<file path="config.mk">
export PLATFORM = sky130hd
export DESIGN_NAME = ps2_key_rx
export DESIGN_NICKNAME = d
export VERILOG_FILES = /design/src/rtl/doom_input_pkg.sv /design/src/rtl/ps2_line_filter.sv /design/src/rtl/ps2_key_rx.sv
export SDC_FILE = /design/constraint.sdc
export NUM_CORES = 1
export LEC_CHECK = 0
export ABC_AREA = 1
export CAP_MARGIN = 0
export CORE_MARGIN = 5
export CORE_UTILIZATION = 40
export CTS_CLUSTER_SIZE = 10
export DETAILED_ROUTE_END_ITERATION = 16
export GPL_TIMING_DRIVEN = 0
export PLACE_DENSITY_LB_ADDON = 0.12
export SLEW_MARGIN = 30
export SYNTH_ARGS = -nofsm -noshare
export SYNTH_HDL_FRONTEND = slang
export SYNTH_SLANG_ARGS = --single-unit
</file>
<file path="constraint.sdc">
create_clock -name clk -period 1.88 [get_ports clk]
set_input_delay 0.376 -clock clk [delete_from_list [all_inputs] [get_ports clk]]
set_output_delay 0.376 -clock clk [all_outputs]
set_load 0.05 [all_outputs]
</file>
<file path="src/rtl/doom_input_pkg.sv">
// Shared types and scancode constants for the PS/2 keyboard input path.
// Imported by ps2_line_filter and ps2_key_rx.
package doom_input_pkg;

    typedef enum logic [1:0] {
        IDLE,
        DATA,
        PARITY,
        STOP
    } rx_state_e;

    localparam logic [7:0] SC_EXT   = 8'hE0;
    localparam logic [7:0] SC_BREAK = 8'hF0;
    localparam logic [7:0] SC_LEFT  = 8'h6B;
    localparam logic [7:0] SC_RIGHT = 8'h74;
    localparam logic [7:0] SC_FIRE  = 8'h29;
    localparam logic [7:0] SC_START = 8'h5A;

    // Odd parity holds when data plus parity bit carry an odd number of ones.
    function automatic logic odd_parity_ok(
        input logic [7:0] b,
        input logic       p
    );
        return ^{b, p};
    endfunction

endpackage

</file>
<file path="src/rtl/ps2_line_filter.sv">
// 2-flop synchroniser, glitch filter and falling-edge strobe for PS/2 clock.
// Ports: clk, rst (sync, active-low), line_i (raw), filt_o, fall_o (1-cycle).
module ps2_line_filter
    import doom_input_pkg::*;
#(
    parameter int FILTER_CYCLES = 8
) (
    input  logic clk,
    input  logic rst,
    input  logic line_i,
    output logic filt_o,
    output logic fall_o
);

    localparam int CW = (FILTER_CYCLES > 2) ? $clog2(FILTER_CYCLES) : 1;
    localparam logic [CW-1:0] CNT_LAST = CW'(FILTER_CYCLES - 1);

    logic          s1_q, s1_d;
    logic          s2_q, s2_d;
    logic          f_q, f_d;
    logic          fall_q, fall_d;
    logic [CW-1:0] cnt_q, cnt_d;

    always_ff @(posedge clk) begin
        if (!rst) begin
            s1_q   <= 1'b1;
            s2_q   <= 1'b1;
            f_q    <= 1'b1;
            fall_q <= 1'b0;
            cnt_q  <= '0;
        end else begin
            s1_q   <= s1_d;
            s2_q   <= s2_d;
            f_q    <= f_d;
            fall_q <= fall_d;
            cnt_q  <= cnt_d;
        end
    end

    // Count consecutive synced samples that disagree with the filtered
    // level; any agreeing sample restarts the count.
    always_comb begin
        s1_d   = line_i;
        s2_d   = s1_q;
        f_d    = f_q;
        fall_d = 1'b0;
        cnt_d  = '0;
        if (s2_q != f_q) begin
            if (cnt_q == CNT_LAST) begin
                f_d    = s2_q;
                fall_d = f_q;
            end else begin
                cnt_d = cnt_q + 1'b1;
            end
        end
    end

    assign filt_o = f_q;
    assign fall_o = fall_q;

endmodule

</file>
<file path="src/rtl/ps2_key_rx.sv">
// PS/2 keyboard receiver: frames -> scancode events plus held-key levels.
// Ports: clk, rst (sync, active-low), ps2_clk, ps2_data; code_valid, code,
// code_ext, code_break, frame_err; key_left/right/fire/start levels.
// Option: PS2_TYPEMATIC_FILTER_EN drops repeat makes of held mapped keys.
module ps2_key_rx
    import doom_input_pkg::*;
#(
    parameter int FILTER_CYCLES  = 8,
    parameter int TIMEOUT_CYCLES = 200000
) (
    input  logic       clk,
    input  logic       rst,
    input  logic       ps2_clk,
    input  logic       ps2_data,
    output logic       code_valid,
    output logic [7:0] code,
    output logic       code_ext,
    output logic       code_break,
    output logic       frame_err,
    output logic       key_left,
    output logic       key_right,
    output logic       key_fire,
    output logic       key_start
);

    localparam int TW = $clog2(TIMEOUT_CYCLES + 1);
    localparam logic [TW-1:0] TMO_LAST = TW'(TIMEOUT_CYCLES - 1);

    logic strobe;
    logic filt_unused;

    ps2_line_filter #(.FILTER_CYCLES(FILTER_CYCLES)) u_clk_filt (
        .clk    (clk),
        .rst    (rst),
        .line_i (ps2_clk),
        .filt_o (filt_unused),
        .fall_o (strobe)
    );

    rx_state_e     state_q, state_d;
    logic          d1_q, d2_q;
    logic [2:0]    bit_q, bit_d;
    logic [7:0]    shift_q, shift_d;
    logic          par_q, par_d;
    logic [TW-1:0] tmo_q, tmo_d;
    logic          ext_q, ext_d;
    logic          brk_q, brk_d;
    logic          valid_q, valid_d;
    logic [7:0]    code_q, code_d;
    logic          cext_q, cext_d;
    logic          cbrk_q, cbrk_d;
    logic          err_q, err_d;
    logic          left_q, left_d;
    logic          right_q, right_d;
    logic          fire_q, fire_d;
    logic          start_q, start_d;
    logic          make;
    logic          repeat_hit;

    always_ff @(posedge clk) begin
        if (!rst) begin
            state_q <= IDLE;
            d1_q    <= 1'b1;
            d2_q    <= 1'b1;
            bit_q   <= '0;
            shift_q <= '0;
            par_q   <= 1'b0;
            tmo_q   <= '0;
            ext_q   <= 1'b0;
            brk_q   <= 1'b0;
            valid_q <= 1'b0;
            code_q  <= '0;
            cext_q  <= 1'b0;
            cbrk_q  <= 1'b0;
            err_q   <= 1'b0;
            left_q  <= 1'b0;
            right_q <= 1'b0;
            fire_q  <= 1'b0;
            start_q <= 1'b0;
        end else begin
            state_q <= state_d;
            d1_q    <= ps2_data;
            d2_q    <= d1_q;
            bit_q   <= bit_d;
            shift_q <= shift_d;
            par_q   <= par_d;
            tmo_q   <= tmo_d;
            ext_q   <= ext_d;
            brk_q   <= brk_d;
            valid_q <= valid_d;
            code_q  <= code_d;
            cext_q  <= cext_d;
            cbrk_q  <= cbrk_d;
            err_q   <= err_d;
            left_q  <= left_d;
            right_q <= right_d;
            fire_q  <= fire_d;
            start_q <= start_d;
        end
    end

    // A make for a key whose level is already high is a typematic repeat.
    assign make = !brk_q;
    assign repeat_hit = make && (ext_q
        ? ((shift_q == SC_LEFT && left_q) || (shift_q == SC_RIGHT && right_q))
        : ((shift_q == SC_FIRE && fire_q) || (shift_q == SC_START && start_q)));

    always_comb begin
        state_d = state_q;
        bit_d   = bit_q;
        shift_d = shift_q;
        par_d   = par_q;
        tmo_d   = '0;
        ext_d   = ext_q;
        brk_d   = brk_q;
        valid_d = 1'b0;
        code_d  = code_q;
        cext_d  = cext_q;
        cbrk_d  = cbrk_q;
        err_d   = 1'b0;
        left_d  = left_q;
        right_d = right_q;
        fire_d  = fire_q;
        start_d = start_q;

        if (state_q != IDLE && !strobe && tmo_q == TMO_LAST) begin
            // Stalled frame: abandon it along with any pending prefix.
            err_d   = 1'b1;
            state_d = IDLE;
            ext_d   = 1'b0;
            brk_d   = 1'b0;
        end else begin
            if (state_q != IDLE && !strobe) begin
                tmo_d = tmo_q + 1'b1;
            end
            unique case (state_q)
                IDLE: begin
                    if (strobe && !d2_q) begin
                        state_d = DATA;
                        bit_d   = '0;
                    end
                end
                DATA: begin
                    if (strobe) begin
                        shift_d = {d2_q, shift_q[7:1]};
                        bit_d   = bit_q + 1'b1;
                        if (bit_q == 3'd7) begin
                            state_d = PARITY;
                        end
                    end
                end
                PARITY: begin
                    if (strobe) begin
                        par_d   = d2_q;
                        state_d = STOP;
                    end
                end
                STOP: begin
                    if (strobe) begin
                        state_d = IDLE;
                        if (!(odd_parity_ok(shift_q, par_q) && d2_q)) begin
                            err_d = 1'b1;
                        end else if (shift_q == SC_EXT) begin
                            ext_d = 1'b1;
                        end else if (shift_q == SC_BREAK) begin
                            brk_d = 1'b1;
                        end else begin
                            ext_d = 1'b0;
                            brk_d = 1'b0;
`ifdef PS2_TYPEMATIC_FILTER_EN
                            valid_d = !repeat_hit;
`else
                            valid_d = 1'b1;
`endif
                            if (valid_d) begin
                                code_d = shift_q;
                                cext_d = ext_q;
                                cbrk_d = brk_q;
                            end
                            if (ext_q) begin
                                if (shift_q == SC_LEFT)  left_d  = make;
                                if (shift_q == SC_RIGHT) right_d = make;
                            end else begin
                                if (shift_q == SC_FIRE)  fire_d  = make;
                                if (shift_q == SC_START) start_d = make;
                            end
                        end
                    end
                end
                default: state_d = IDLE;
            endcase
        end
    end

    assign code_valid = valid_q;
    assign code       = code_q;
    assign code_ext   = cext_q;
    assign code_break = cbrk_q;
    assign frame_err  = err_q;
    assign key_left   = left_q;
    assign key_right  = right_q;
    assign key_fire   = fire_q;
    assign key_start  = start_q;

endmodule

</file>
# Word-level counts from Yosys, hierarchy flattened
# Index checks and enable logic that the tools add are counted.
# word_totals
register_bits	59
input_bits	4
# classes
reduce_logical	28
bitwise_logic	10
n_eq_ne	19
n_mux	17
addsub	3
# ops
op	count
$reduce_and A8 Y1	4
$eq A8 B7 Y1 const B	3
$add A18 B1 Y18 const B	1
$eq A18 B18 Y1 const B	1
$eq A8 B8 Y1 const B	2
$reduce_and A4 Y1	3
$mux W2	5
$not A1 Y1	10
$reduce_and A3 Y1	3
$reduce_xor A9 Y1	1
$eq A8 B6 Y1 const B	1
$mux W1	8
$pmux W2 S4	1
$add A3 B1 Y3 const B	2
$eq A3 B3 Y1 const B	2
$mux W3	2
$ne A2 B1 Y1 const B	3
$ne A2 B2 Y1 const B	3
$pmux W3 S2	1
$reduce_and A6 Y1	1
$reduce_or A3 Y1	2
$reduce_or A6 Y1	1
$reduce_and A5 Y1	1
$eq A2 B2 Y1 const B	2
other kinds (8)	14

# Longest topological paths before layout
# logic_depth
depth_word	6
depth_mapped	12
ltp_nobuf	11

# Hierarchy
# From an unflattened synthesis, not the netlist that was laid out.
# hier_totals
cells_unflattened	397
area_unflattened_um2	2851.5
# by_module_without_submodules
module	seq_area_each_um2	instances	cells_per_inst	area_per_inst_um2
ps2_key_rx	1041.0	1	370	2597.5
ps2_line_filter	140.1	1	27	254.0

# Worst setup path before layout
# OpenSTA, ideal clock, no wires.
# synth_timing
path_kind	register to register
start	reg state_q[0]
end	reg code_q[3] (netlist: code[3])
setup_ps	64
arrival_ps	1586
synth_period_minus_slack_ps	1650
path_slack_ps	230
stages_incl_launch_ff	13
n_path_buf	1
cell_sequence	dfxtp_1 inv_1 ha_1 nor2_2 nand2_1 nor2_1 nand3_1 nand4_2 inv_2 buf_6 nand3_1 nand2_1 nor2_1
# synth_between
elab_chain_len	5
# synth_rtl
element	line_no	source
from (decl)	ps2_key_rx.sv:40	rx_state_e state_q, state_d;
from (signal assigned)	ps2_key_rx.sv:81	state_q <= state_d;
$reduce_bool A2 Y1	ps2_key_rx.sv:126	if (state_q != IDLE && !strobe && tmo_q == TMO_LAST) begin
$logic_and A1 B1 Y1 (2 in a row)	ps2_key_rx.sv:126	
$not A1 Y1 (no source line)	--	
$reduce_and A6 Y1 (no source line) (*)	--	
to (signal assigned)	ps2_key_rx.sv:91	code_q <= code_d;
to (decl)	ps2_key_rx.sv:49	logic [7:0] code_q, code_d;
# Mark *: on every way between the ends. The rest lies on a longest branch, timed or not.
# A chain may end at the register's enable or synchronous reset.

# Worst setup path after layout
# layout_timing
start	reg right_q (netlist: key_right)
end	out key_right
# layout_rtl
element	line_no	source
from (decl)	ps2_key_rx.sv:54	logic right_q, right_d;
from (signal assigned)	ps2_key_rx.sv:96	right_q <= right_d;
to (decl)	ps2_key_rx.sv:21	output logic key_right,
# No word-level cell between the ends.

==> flow_summary.toml <==
[setup_path]
path_class = "flop to output pin"
worstPathCellList = "clkdlybuf4s50_1"
slowest_delay_ns = 0.80
required_ns = 1.50
startpoint_type = "flop"
endpoint_kind = "output pin"
crit_family = "buffers and inverters"
cp_max_fo = 2
cp_num_buf_inv = 1
arrival_ns = 1.46
crit_path_top_delay_cell = "clkdlybuf4s50_1"

[clocking]
cts_buffers = 9
clockBufferDepth = 2
cts.sinks = 59
cts.clk_slew.worst_paths_ns = 0.07
htree_levels = 3
root_buffer = "clkbuf_8"
clk_latency_ns = 0.34
cts_tree = "done"

[cells_and_area]
fin_util = 0.5093
n_fill_cell = 672
fin_nets = 435
area_growth_pct = 23.22
multi_input_area_um2 = 1496
ff_latch_area_um2 = 1184
num_antenna_cells = 0
final_layout_size_suffix_gt1_frac = 0.1385

[floorplan]
start_util = 0.4134
rows = 30
dieHeight_um = 94.03
io_pins = 20
dieArea_um2 = 8841
coreArea_um2 = 6832
dieWidth_um = 94.03

[yosys]
synthesis.area_um2 = 2824
synthTopCellsByArea = "dfxtp_1 42%, nand2_1 10%, nor2_1 9.7%"
netlist_instances = 387
yosysWarningCount = 0
synth.distinct_cells = 34
async_reset_ff_frac = 0
avgSynthCellArea_um2 = 7.297
synth-edff-count = 0
ys_seq_area_frac = 0.4183
synth_flop_cell = "dfxtp_1"
ys_ff_latch = 59
netlist.area_leader.share = 0.4183
syn-num-nets = 401
yosys.area.top_type = "dfxtp_1"

[grt]
grt_overflow = 0
antenna_found_initial = 0
grt_pass1_wl_um = 10310
grt_max_degree = 12
grt_pass1_vias = 2260
grtUsageTotal = 0.1483

[detailed_routing]
drc = 0
via_count = 2469
wl_per_cell_um = 11.55
ant_nets = 0
wl_um = 6028
first_pass_iters = 5
drt_iter0_drc = 112
via_per_inst = 4.730

[placed_design]
pre_cts_ws_ns = -0.4729
place.gp.congestion = 0.8790
io_buffers = 19
place_hpwl_um = 4413

[flow_run]
cap_viol_max_count = 0

[timing]
hold_viol = 0
min_period_over_period = 0.9783
setup_tns_ns = 0
slew_headroom = 0.6613
finalClockSkew_ns = 0.01386
rsz0062_at_grt = "true"
max_freq_mhz = 543.7
worst_pin_slew_ns = 0.5072
fin_ws_ns = 0.04071
setup_viol = 0
period_needed_ns = 1.839
drv_slew = 0

[power]
ir_drop_v = 0.0006786
power.total_mw = 2.788
p_leak_nw = 1.598
power_per_cell_area_nw_per_um2 = 801.2

[worst_hold_path]
hold_path.class = "flop to flop"

[run_status]
status = "complete, no violations"
==> registers in the layout, indices dropped and copies added, names as in the netlist <==
signal	flops
key_right	1
code	8
u_clk_filt.s1_q	1
u_clk_filt.s2_q	1
key_left	1
d1_q	1
state_q	2
par_q	1
ext_q	1
u_clk_filt.cnt_q	3
u_clk_filt.filt_o	1
key_fire	1
code_valid	1
brk_q	1
tmo_q	18
d2_q	1
frame_err	1
code_break	1
key_start	1
shift_q	8
bit_q	3
code_ext	1
u_clk_filt.fall_o	1
==> routing by layer <==
layer  vias up  GRT usage  part of all wire
met5         -          0                 0
met4         0    0.05415             0.016
met3        11    0.04647             0.039
met2        31     0.2306              0.45
met1      1123     0.1922              0.49
li1       1304          -                 -
==> synth_stat cells, types with 2 or more instances <==
| master | instances |
|---|---|
| nand2_1 | 78 |
| nor2_1 | 73 |
| dfxtp_1 | 59 |
| inv_1 | 37 |
| a21oi_1 | 26 |
| nand3_1 | 24 |
| o21ai_0 | 12 |
| ha_1 | 10 |
| nor3_1 | 7 |
| xor2_1 | 7 |
| nand3_2 | 6 |
| or2_2 | 6 |
| nand4_1 | 5 |
| buf_6 | 3 |
| clkbuf_1 | 3 |
| inv_2 | 3 |
| nand2_2 | 3 |
| nor3b_1 | 3 |
| o211ai_1 | 3 |
| a31oi_1 | 2 |
| nand4_2 | 2 |
| nor2_2 | 2 |
| xnor2_1 | 2 |
==> path summary, 6_finish.rpt <==
kind	start	endpoint	slack [ns]	cells past startpoint
max	key_right$_SDFFE_PN0P_	key_right	0.04	1
min	u_clk_filt.s1_q$_SDFF_PN1_	u_clk_filt.s2_q$_SDFF_PN1_	0.42	1
min reg2reg	u_clk_filt.s1_q$_SDFF_PN1_	u_clk_filt.s2_q$_SDFF_PN1_	0.42	1
max reg2reg	state_q[0]$_SDFFE_PP0P_	code[7]$_SDFFE_PN0P_	0.13	12
==> per-stage QoR <==
step	instances	cell area (um2)	hold slack, ns
3_3_place_gp	502	3134	0.3941
3_5_place_dp	502	3134	0.3989
2_1_floorplan	387	2824	0.3925
5_1_grt	522	3480	0.4250
6_report	522	3480	0.4154
4_1_cts	522	3410	0.4160
==> power by group <==
group          internal, mW  switching (mW)
Clock                 0.686           0.530
Combinational         0.111           0.164
Sequential             1.28          0.0199
Total                  2.07           0.714
==> placed cells by master, fill, tap and decap left out, types with 7 or more instances in the layout <==
cell            netlist  layout
a21oi_1              26      26
nand3_1              24      23
nand2_1              78      77
ha_1                 10       9
xor2_1                7       7
dfxtp_1              59      57
nor2_1               73      70
o21ai_0              12      12
nor3_1                7       7
inv_1                37      37
dlymetal6s2s_1        0      13
clkbuf_8              0      11
==> kinds of logic (layout without fill, tap and decap cells) <==
group / after synthesis / after routing / share of synthesized area
XOR/XNOR: 9 / 9 / 0.02791
AO/OA/AOI/OAI: 45 / 45 / 0.08507
buffers and inverters: 49 / 88 / 0.07487
adder cells (fa/ha/maj): 10 / 10 / 0.04431
flip-flops: 59 / 59 / 0.4183
AND/OR/NAND/NOR: 215 / 215 / 0.3496
==> layout make-up <==
type	count	area share
multi-input combinational	279	0.4301
sequential	59	0.3402
timing repair buffer	23	0.07264
inverter	41	0.04423
clock buffer	11	0.04351
tap	96	0.03452
clock inverter	5	0.01762
buffer	8	0.01726
==> timing repair <==
action                                 4_1_cts  5_1_grt
buffers inserted                             4        0
pin swaps                                    1        2
hold buffers                                 0        0
setup endpoints to repair                   27       39
resized for setup                            7       22
endpoints found under the hold margin        0        0
No activity file was read; power rests on OpenSTA's default activity.
